$ cat src/rtl/mips_pkg.sv
// Shared definitions for the MIPS front end: reset/fetch window constants,
// the fetch-state encoding and the fetch address legality check.
package mips_pkg;

  localparam logic [31:0] RESET_PC = 32'h0000_3000;
  localparam logic [31:0] IM_BASE  = 32'h0000_3000;
  localparam logic [31:0] IM_TOP   = 32'h0000_6FFC;

  localparam logic [31:0] NOP = 32'h0000_0000;

  typedef enum logic [1:0] {
    ISSUE = 2'd0,
    WAIT  = 2'd1,
    HOLD  = 2'd2
  } fetch_state_t;

  // A fetch address is illegal when misaligned or outside [base, top].
  function automatic logic fetch_addr_bad(
    input logic [31:0] addr,
    input logic [31:0] base,
    input logic [31:0] top
  );
    return (addr[1:0] != 2'b00) || (addr < base) || (addr > top);
  endfunction

endpackage

$ cat src/rtl/fetch_unit_fd_reg.sv
// F/D pipeline register. When enabled it loads either a real instruction or,
// if the incoming slot is empty, a bubble (nop, not valid, no exception) while
// still tracking the PC so downstream next-PC logic sees a sane value.
module fd_reg
  import mips_pkg::*;
#(
  parameter logic [31:0] PC_INIT = RESET_PC
) (
  input  logic        clk,
  input  logic        reset,
  input  logic        i_en,
  input  logic        i_valid,
  input  logic [31:0] i_pc,
  input  logic [31:0] i_instr,
  input  logic        i_exc,
  output logic [31:0] o_pc,
  output logic [31:0] o_instr,
  output logic        o_valid,
  output logic        o_exc
);

  logic [31:0] r_pc;
  logic [31:0] r_instr;
  logic        r_valid;
  logic        r_exc;

  // Load on enable; an empty slot becomes a bubble rather than stale data.
  always_ff @(posedge clk) begin
    if (reset) begin
      r_pc    <= PC_INIT;
      r_instr <= NOP;
      r_valid <= 1'b0;
      r_exc   <= 1'b0;
    end else if (i_en) begin
      r_pc    <= i_pc;
      r_instr <= i_valid ? i_instr : NOP;
      r_valid <= i_valid;
      r_exc   <= i_valid & i_exc;
    end
  end

  assign o_pc    = r_pc;
  assign o_instr = r_instr;
  assign o_valid = r_valid;
  assign o_exc   = r_exc;

endmodule

$ cat src/rtl/fetch_unit.sv
// Fetch stage: owns F_PC, runs the instruction-memory request/response
// handshake, buffers one returned word across a stall, and feeds the F/D
// register. A bad fetch address never reaches memory; it produces a nop
// carrying the address-error flag instead.
//
//   state | meaning
//   ------+-------------------------------------------------------------
//   ISSUE | request F_PC (if legal); a bad F_PC yields its error word now
//   WAIT  | request accepted, waiting for the single response
//   HOLD  | response arrived during a stall, word parked in the buffer
module fetch_unit #(
  parameter logic [31:0] RESET_PC = mips_pkg::RESET_PC,
  parameter logic [31:0] IM_BASE  = mips_pkg::IM_BASE,
  parameter logic [31:0] IM_TOP   = mips_pkg::IM_TOP
) (
  input  logic        clk,
  input  logic        reset,
  input  logic [31:0] npc,
  input  logic        stall,
  output logic        im_req_valid,
  output logic [31:0] im_req_addr,
  input  logic        im_req_ready,
  input  logic        im_resp_valid,
  input  logic [31:0] im_resp_data,
  output logic [31:0] F_PC,
  output logic [31:0] D_PC,
  output logic [31:0] D_instr,
  output logic        D_valid,
  output logic        D_exc_adel
);

  import mips_pkg::fetch_state_t, mips_pkg::ISSUE, mips_pkg::WAIT, mips_pkg::HOLD;
  import mips_pkg::NOP, mips_pkg::fetch_addr_bad;

  fetch_state_t r_state;
  fetch_state_t w_state_next;

  logic [31:0] r_f_pc;
  logic [31:0] r_buf;

  logic        w_addr_bad;
  logic        w_req_valid;
  logic        w_word_avail;
  logic [31:0] w_word;
  logic        w_exc;
  logic        w_capture;
  logic        w_advance;

  assign w_addr_bad = fetch_addr_bad(r_f_pc, IM_BASE, IM_TOP);

  // State register.
  always_ff @(posedge clk) begin
    if (reset) begin
      r_state <= ISSUE;
    end else begin
      r_state <= w_state_next;
    end
  end

  // Next-state logic. A bad PC stays in ISSUE: its error word is produced
  // directly and F_PC moves on when the stage advances.
  always_comb begin
    w_state_next = r_state;
    case (r_state)
      ISSUE: begin
        if (!w_addr_bad && im_req_ready) begin
          w_state_next = WAIT;
        end
      end
      WAIT: begin
        if (im_resp_valid) begin
          w_state_next = stall ? HOLD : ISSUE;
        end
      end
      HOLD: begin
        if (!stall) begin
          w_state_next = ISSUE;
        end
      end
      default: w_state_next = ISSUE;
    endcase
  end

  // Output logic: request strobe and which word (if any) is available to D.
  always_comb begin
    w_req_valid  = 1'b0;
    w_word_avail = 1'b0;
    w_word       = NOP;
    w_exc        = 1'b0;
    w_capture    = 1'b0;
    case (r_state)
      ISSUE: begin
        w_req_valid = !w_addr_bad && !reset;
        if (w_addr_bad) begin
          w_word_avail = 1'b1;
          w_exc        = 1'b1;
        end
      end
      WAIT: begin
        if (im_resp_valid) begin
          w_word_avail = 1'b1;
          w_word       = im_resp_data;
          w_capture    = stall;
        end
      end
      HOLD: begin
        w_word_avail = 1'b1;
        w_word       = r_buf;
      end
      default: begin
        w_req_valid = 1'b0;
      end
    endcase
  end

  assign w_advance = w_word_avail && !stall;

  // One-word buffer: keeps a response that lands while the stage is frozen.
  always_ff @(posedge clk) begin
    if (reset) begin
      r_buf <= NOP;
    end else if (w_capture) begin
      r_buf <= im_resp_data;
    end
  end

  // Fetch PC: npc is only sampled when an instruction leaves F, which keeps
  // the delay slot and its branch in D consistent.
  always_ff @(posedge clk) begin
    if (reset) begin
      r_f_pc <= RESET_PC;
    end else if (w_advance) begin
      r_f_pc <= npc;
    end
  end

  fd_reg #(
    .PC_INIT (RESET_PC)
  ) u_fd_reg (
    .clk     (clk),
    .reset   (reset),
    .i_en    (!stall),
    .i_valid (w_word_avail),
    .i_pc    (r_f_pc),
    .i_instr (w_word),
    .i_exc   (w_exc),
    .o_pc    (D_PC),
    .o_instr (D_instr),
    .o_valid (D_valid),
    .o_exc   (D_exc_adel)
  );

  assign im_req_valid = w_req_valid;
  assign im_req_addr  = r_f_pc;
  assign F_PC         = r_f_pc;

endmodule

$ cat config.mk
export PLATFORM = sky130hd
export DESIGN_NAME = fetch_unit
export DESIGN_NICKNAME = d
export VERILOG_FILES = /design/src/rtl/mips_pkg.sv /design/src/rtl/fetch_unit_fd_reg.sv /design/src/rtl/fetch_unit.sv
export SDC_FILE = /design/constraint.sdc
export NUM_CORES = 1
export LEC_CHECK = 0
export ABC_AREA = 1
export BUFFER_PORTS_ARGS = -buffer_cell sky130_fd_sc_hd__buf_4
export CAP_MARGIN = 20
export CELL_PAD_IN_SITES_DETAIL_PLACEMENT = 0
export CELL_PAD_IN_SITES_GLOBAL_PLACEMENT = 1
export CORE_ASPECT_RATIO = 0.9
export CORE_UTILIZATION = 37
export CTS_CLUSTER_DIAMETER = 200
export CTS_CLUSTER_SIZE = 25
export DETAILED_ROUTE_END_ITERATION = 16
export PLACE_DENSITY_LB_ADDON = 0.1
export REMOVE_ABC_BUFFERS = 1
export SLEW_MARGIN = 10
export SYNTH_ARGS = -nofsm -noshare
export SYNTH_HDL_FRONTEND = slang
export SYNTH_SLANG_ARGS = --single-unit
$ cat constraint.sdc
create_clock -name clk -period 2.3 [get_ports clk]
set_input_delay 0.23 -clock clk [delete_from_list [all_inputs] [get_ports clk]]
set_output_delay 0.23 -clock clk [all_outputs]
set_load 0.03 [all_outputs]
[After elaboration in Yosys (flattened, before gate mapping)]
Cells that the tools add are included.
W data, S select, Z words.
Operators by class
  add/sub/neg operators: 0
  multiply operators: 0
  div/mod/pow operators: 0
  order comparisons: 2
  equality and inequality tests: 5
  shift operators: 0
  muxes and demuxes: 15
  bitwise gates (word level): 1
  reduce and logical (&&, ||, !) cells: 11
Operators by type and width (number)
  $mux W32: 2
  $pmux W32 S2: 1
  $gt A32 B15 Y1 const B: 1
  $lt A32 B14 Y1 const B: 1
  $mux W2: 4
  $mux W1: 6
  $ne A2 B2 Y1 const B: 3
  $pmux W2 S3: 1
  $logic_and A1 B1 Y1: 3
  $logic_not A1 Y1: 3
  $pmux W1 S3: 1
  $reduce_and A3 Y1: 1
  $eq A2 B1 Y1 const B: 1
  $eq A2 B2 Y1 const B: 1
  $logic_not A2 Y1: 1
  $logic_or A1 B1 Y1: 2
  $reduce_bool A2 Y1: 1
  $and A1 B1 Y1: 1
Storage, ports and cells
  register bits after elaboration: 132
  latch bits: 0
  RAM bits: 0
  ROM bits: 0
  input port bits: 69
  output and inout bits: 131
  word-level logic and storage cells: 41
  memories: 0

[Depth between registers and ports, before layout]
  depth in word-level cells: 7
  depth in mapped cells: 10
  mapped depth without buffers: 9

[Cells and area by module]
A second synthesis with hierarchy kept.
Unflattened totals
  cells, all modules: 889
  area total of the unflattened synthesis: 6531.3 µm²
By module, submodules not included
  fetch_unit: times used 1, cells each 598, area an instance 3831.2 µm², sequential area each 1321.3 µm²
  fd_reg: times used 1, cells each 291, area an instance 2700.1 µm², sequential area each 1321.3 µm²

[Worst setup path before layout]
No wires, ideal clock.
  kind: register -> output
  start point: register r_f_pc[13], in the netlist F_PC[13]
  end point: output port im_req_valid
  arrival: 1.816 ns
  required time: 2.070 ns
  slack: 0.254 ns
  cell stages (with the launch flop): 5
  cell sequence: dfxtp_1 nand2_1 nand2_1 nand3_1 nor4_1
Between the ends
  cells in the longest elaborated chain, start to end: 6
  elaborated cells between the ends (all ways): 7
RTL lines
  start, declared: RTL line fetch_unit.sv:38  | logic [31:0] r_f_pc;
  start signal, assigned: RTL line fetch_unit.sv:133  | r_f_pc <= npc;
  $lt A32 B14 Y1: RTL line mips_pkg.sv:23  | return (addr[1:0] != 2'b00) || (addr < base) || (addr > top);
  $logic_or A1 B1 Y1: RTL line mips_pkg.sv:23
  $logic_or A1 B1 Y1 *: RTL line mips_pkg.sv:23
  $logic_not A1 Y1 *: RTL line fetch_unit.sv:93  | w_req_valid = !w_addr_bad && !reset;
  $logic_and A1 B1 Y1 *: RTL line fetch_unit.sv:93
  $mux W1 *: RTL line fetch_unit.sv:91  | case (r_state)
  end, declared: RTL line fetch_unit.sv:20  | output logic im_req_valid,
Mark *: on every way between the ends. The rest lies on a longest branch, timed or not.

[Worst setup path in the final report]
  start point: register r_state[1]
  end point: register u_fd_reg.r_instr[10], in the netlist u_fd_reg.o_instr[10]
Between the ends
  cells in the longest elaborated chain, start to end: 3
  elaborated cells between the ends (all ways): 6
RTL lines
  start, declared: RTL line fetch_unit.sv:35  | fetch_state_t r_state;
  start signal, assigned: RTL line fetch_unit.sv:56  | r_state <= w_state_next;
  $eq A2 B2 Y1 (tied with other cells): RTL line fetch_unit.sv:91
  $pmux W1 S3 or $pmux W32 S2 (tied branches): RTL line fetch_unit.sv:91
  $mux W32 *: RTL line fetch_unit_fd_reg.sv:36  | r_instr <= i_valid ? i_instr : NOP;
  end signal, assigned: RTL line fetch_unit_fd_reg.sv:36
  end, declared: RTL line fetch_unit_fd_reg.sv:23  | logic [31:0] r_instr;
Marked as above.
A chain may end at the register's enable or synchronous reset.

==> results.tsv <==
metric	value	unit
status	complete, no violations	
critical_path_required	2640	ps
grt_pass1_vias	5142	
synthSimpleGateAreaFrac	27.6	%
maxCapViolCount	0	
arrival	2310	ps
dieWidth	134	um
finClkSkew	7.36	ps
p_leak	3.38	nW
core-area	15400	um2
cts_buffer_depth	2	
ir_worst_vdd	620	uV
design_area	7830	um2
layout_commonest_cell	buf_4	
avgSynthCellArea	7.03	um2
reg2reg_from	r_state[1]	
via_count	5674	
numCtsBuffers	17	
clk_latency	410	ps
syn-cell-area	5800	um2
dp_hpwl	10600	um
gp_congestion	0.762	
cp-start-kind	flip-flop	
die_y	121	um
most-common-layout-cells	buf_4, nand2_1, dfxtp_1, a21oi_1, nand3_1	
timing.fmax	507	MHz
power_density	785	nW/um2
finalPower	0.00615	W
synth_top_family_by_area	simple AND/OR/NAND/NOR gates	
path_max_fanout	95	
synth_fa_ha_area_share	0.862	%
antenna_found_initial	0	
hold_viol_final	0	
rsz0062_at_grt	no	
setup_viol	0	
dieArea	16200	um2
final_nets	1032	
postCtsSetupBuffers	0	
grt_max_degree	96	
syn2layout_area_growth	34.9	%
crit_type	reg2reg	
io_buffers	199	
slowest_delay	340	ps
synthesis.instances	825	
cts-root-buf	clkbuf_16	
cts_resized	0	
path_cells	inv_1 > ha_1 > nand2_1 > inv_2 > nor2_1 > nand2_4 > buf_12 > nand3_1 > a21oi_1	
antenna_cells	0	
slew_headroom	52.5	%
grt_pass1_wl	25900	um
ys_ff_latch	132	
drc	0	
cts_hold_buffers	0	
io_pins	200	
path_clk_slew	60	ps
yosysWarnings	0	
grt_overflow	0	
slew_violations	0	
crit_slowest_cell	dfxtp_1	
avgViaCountPerCell	4.83	
finalCritPeriodShare	85.7	%
firstDrtPassIters	5	
synth_cell_type_count	21	
initial_core_util	37.7	%
avgRoutedWirePerCell	13.9	um
drive_above_1_share	25.3	%
final_util	50.9	%
hold_class	in2reg	
antenna_left	0	
cts_max_level	4	
yosysSeqAreaShare	45.5	%
synth-compound-area-share	14.4	%
drt-total-wl	16300	um
cts_tree	built	
placed_cell_area	7170	um2
drtIter0Drc	387	
worstHoldStart	npc[12]	
tns	0	ps
synthMuxAreaShare	0	%
cp-startpoint	r_state[1]	
track_usage	20.3	%
clock_sinks	132	
period_minus_slack	1970	ps
worstMarginPinSlew	713	ps
dp_cells	1141	
synthXorXnorAreaFrac	0	%
rows	43	
final_cells	1174	
crit_path_end_kind	flip-flop	
[cell families (layout without fill, tap and decap cells)]
group	count (synthesis)	in the layout
adders and majority gates	4	4
AOI/OAI and AO/OA	163	163
buffers and inverters	137	284
and+or+nand+nor	389	389
DFF	132	132
[cell usage after synthesis]
library cell    n  area share [%]
nand2_1       181              12
dfxtp_1       132              46
a21oi_1       131              11
nand3_1       103             8.9
nor2_1        100             6.5
clkbuf_1       39             2.5
inv_1          39             2.5
buf_4          32             4.1
o21ai_0        30             2.6
buf_2          15             1.3
buf_1           8            0.52
ha_1            4            0.86
buf_6           3            0.58
a221oi_1        1            0.15
clkinv_1        1           0.065
nand2_2         1            0.11
nand3b_1        1            0.13
nor2_2          1            0.11
nor3_1          1           0.086
nor4_1          1            0.11
o21bai_4        1            0.32
[final timing paths]
path	endpoint	slack (ps)	cells past startpoint
setup reg to reg	u_fd_reg.o_instr[10]	330	9
hold / removal	F_PC[12]	60	3
hold reg to reg	r_buf[19]	460	2
setup / recovery	u_fd_reg.o_instr[10]	330	9
[cell type report]
cell class / instances / area, um2
fill: 1496 / 7560
multi-input combinational: 556 / 2490
inverter: 40 / 150
timing repair buffer: 212 / 1660
clock buffer: 22 / 474
tap: 202 / 253
sequential: 132 / 2640
clock inverter: 10 / 153
[stage by stage]
stage | setup WS [ps] | hold WS, ps
detailed placement | 368 | 452
floorplan | -719 | 299
finish | 328 | 64.8
CTS | 293 | 47.8
global route | 169 | 63.3
global placement | 479 | 447
[power breakdown]
| group | switching, W | internal [W] |
|---|---|---|
| clock network | 0.000981 | 0.00189 |
| registers | 0.0000768 | 0.00237 |
| logic | 0.000517 | 0.000314 |
[state kept, by name, summed over array words and instances, names as in the netlist]
signal,count
F_PC,32
r_buf,32
r_state,2
u_fd_reg.o_exc,1
u_fd_reg.o_instr,32
u_fd_reg.o_pc,32
u_fd_reg.o_valid,1
[critical path: cells and delay by family, from the launching register on]
family	cells	cell delay (ps)
adder cells (fa/ha/maj)	1	200
AND/OR/NAND/NOR	4	500
flip-flops	1	340
buffers and inverters	3	610
AO/OA/AOI/OAI	1	160
[layer usage]
metal	vias to the layer above	share of wire, %	global-route usage (%)
met5	-	0	0
met3	18	6.2	4.49
li1	2908	-	-
met1	2552	45	25.2
met4	0	1.3	7.16
met2	196	47	34.4
Power figures use the tool's default switching activity.
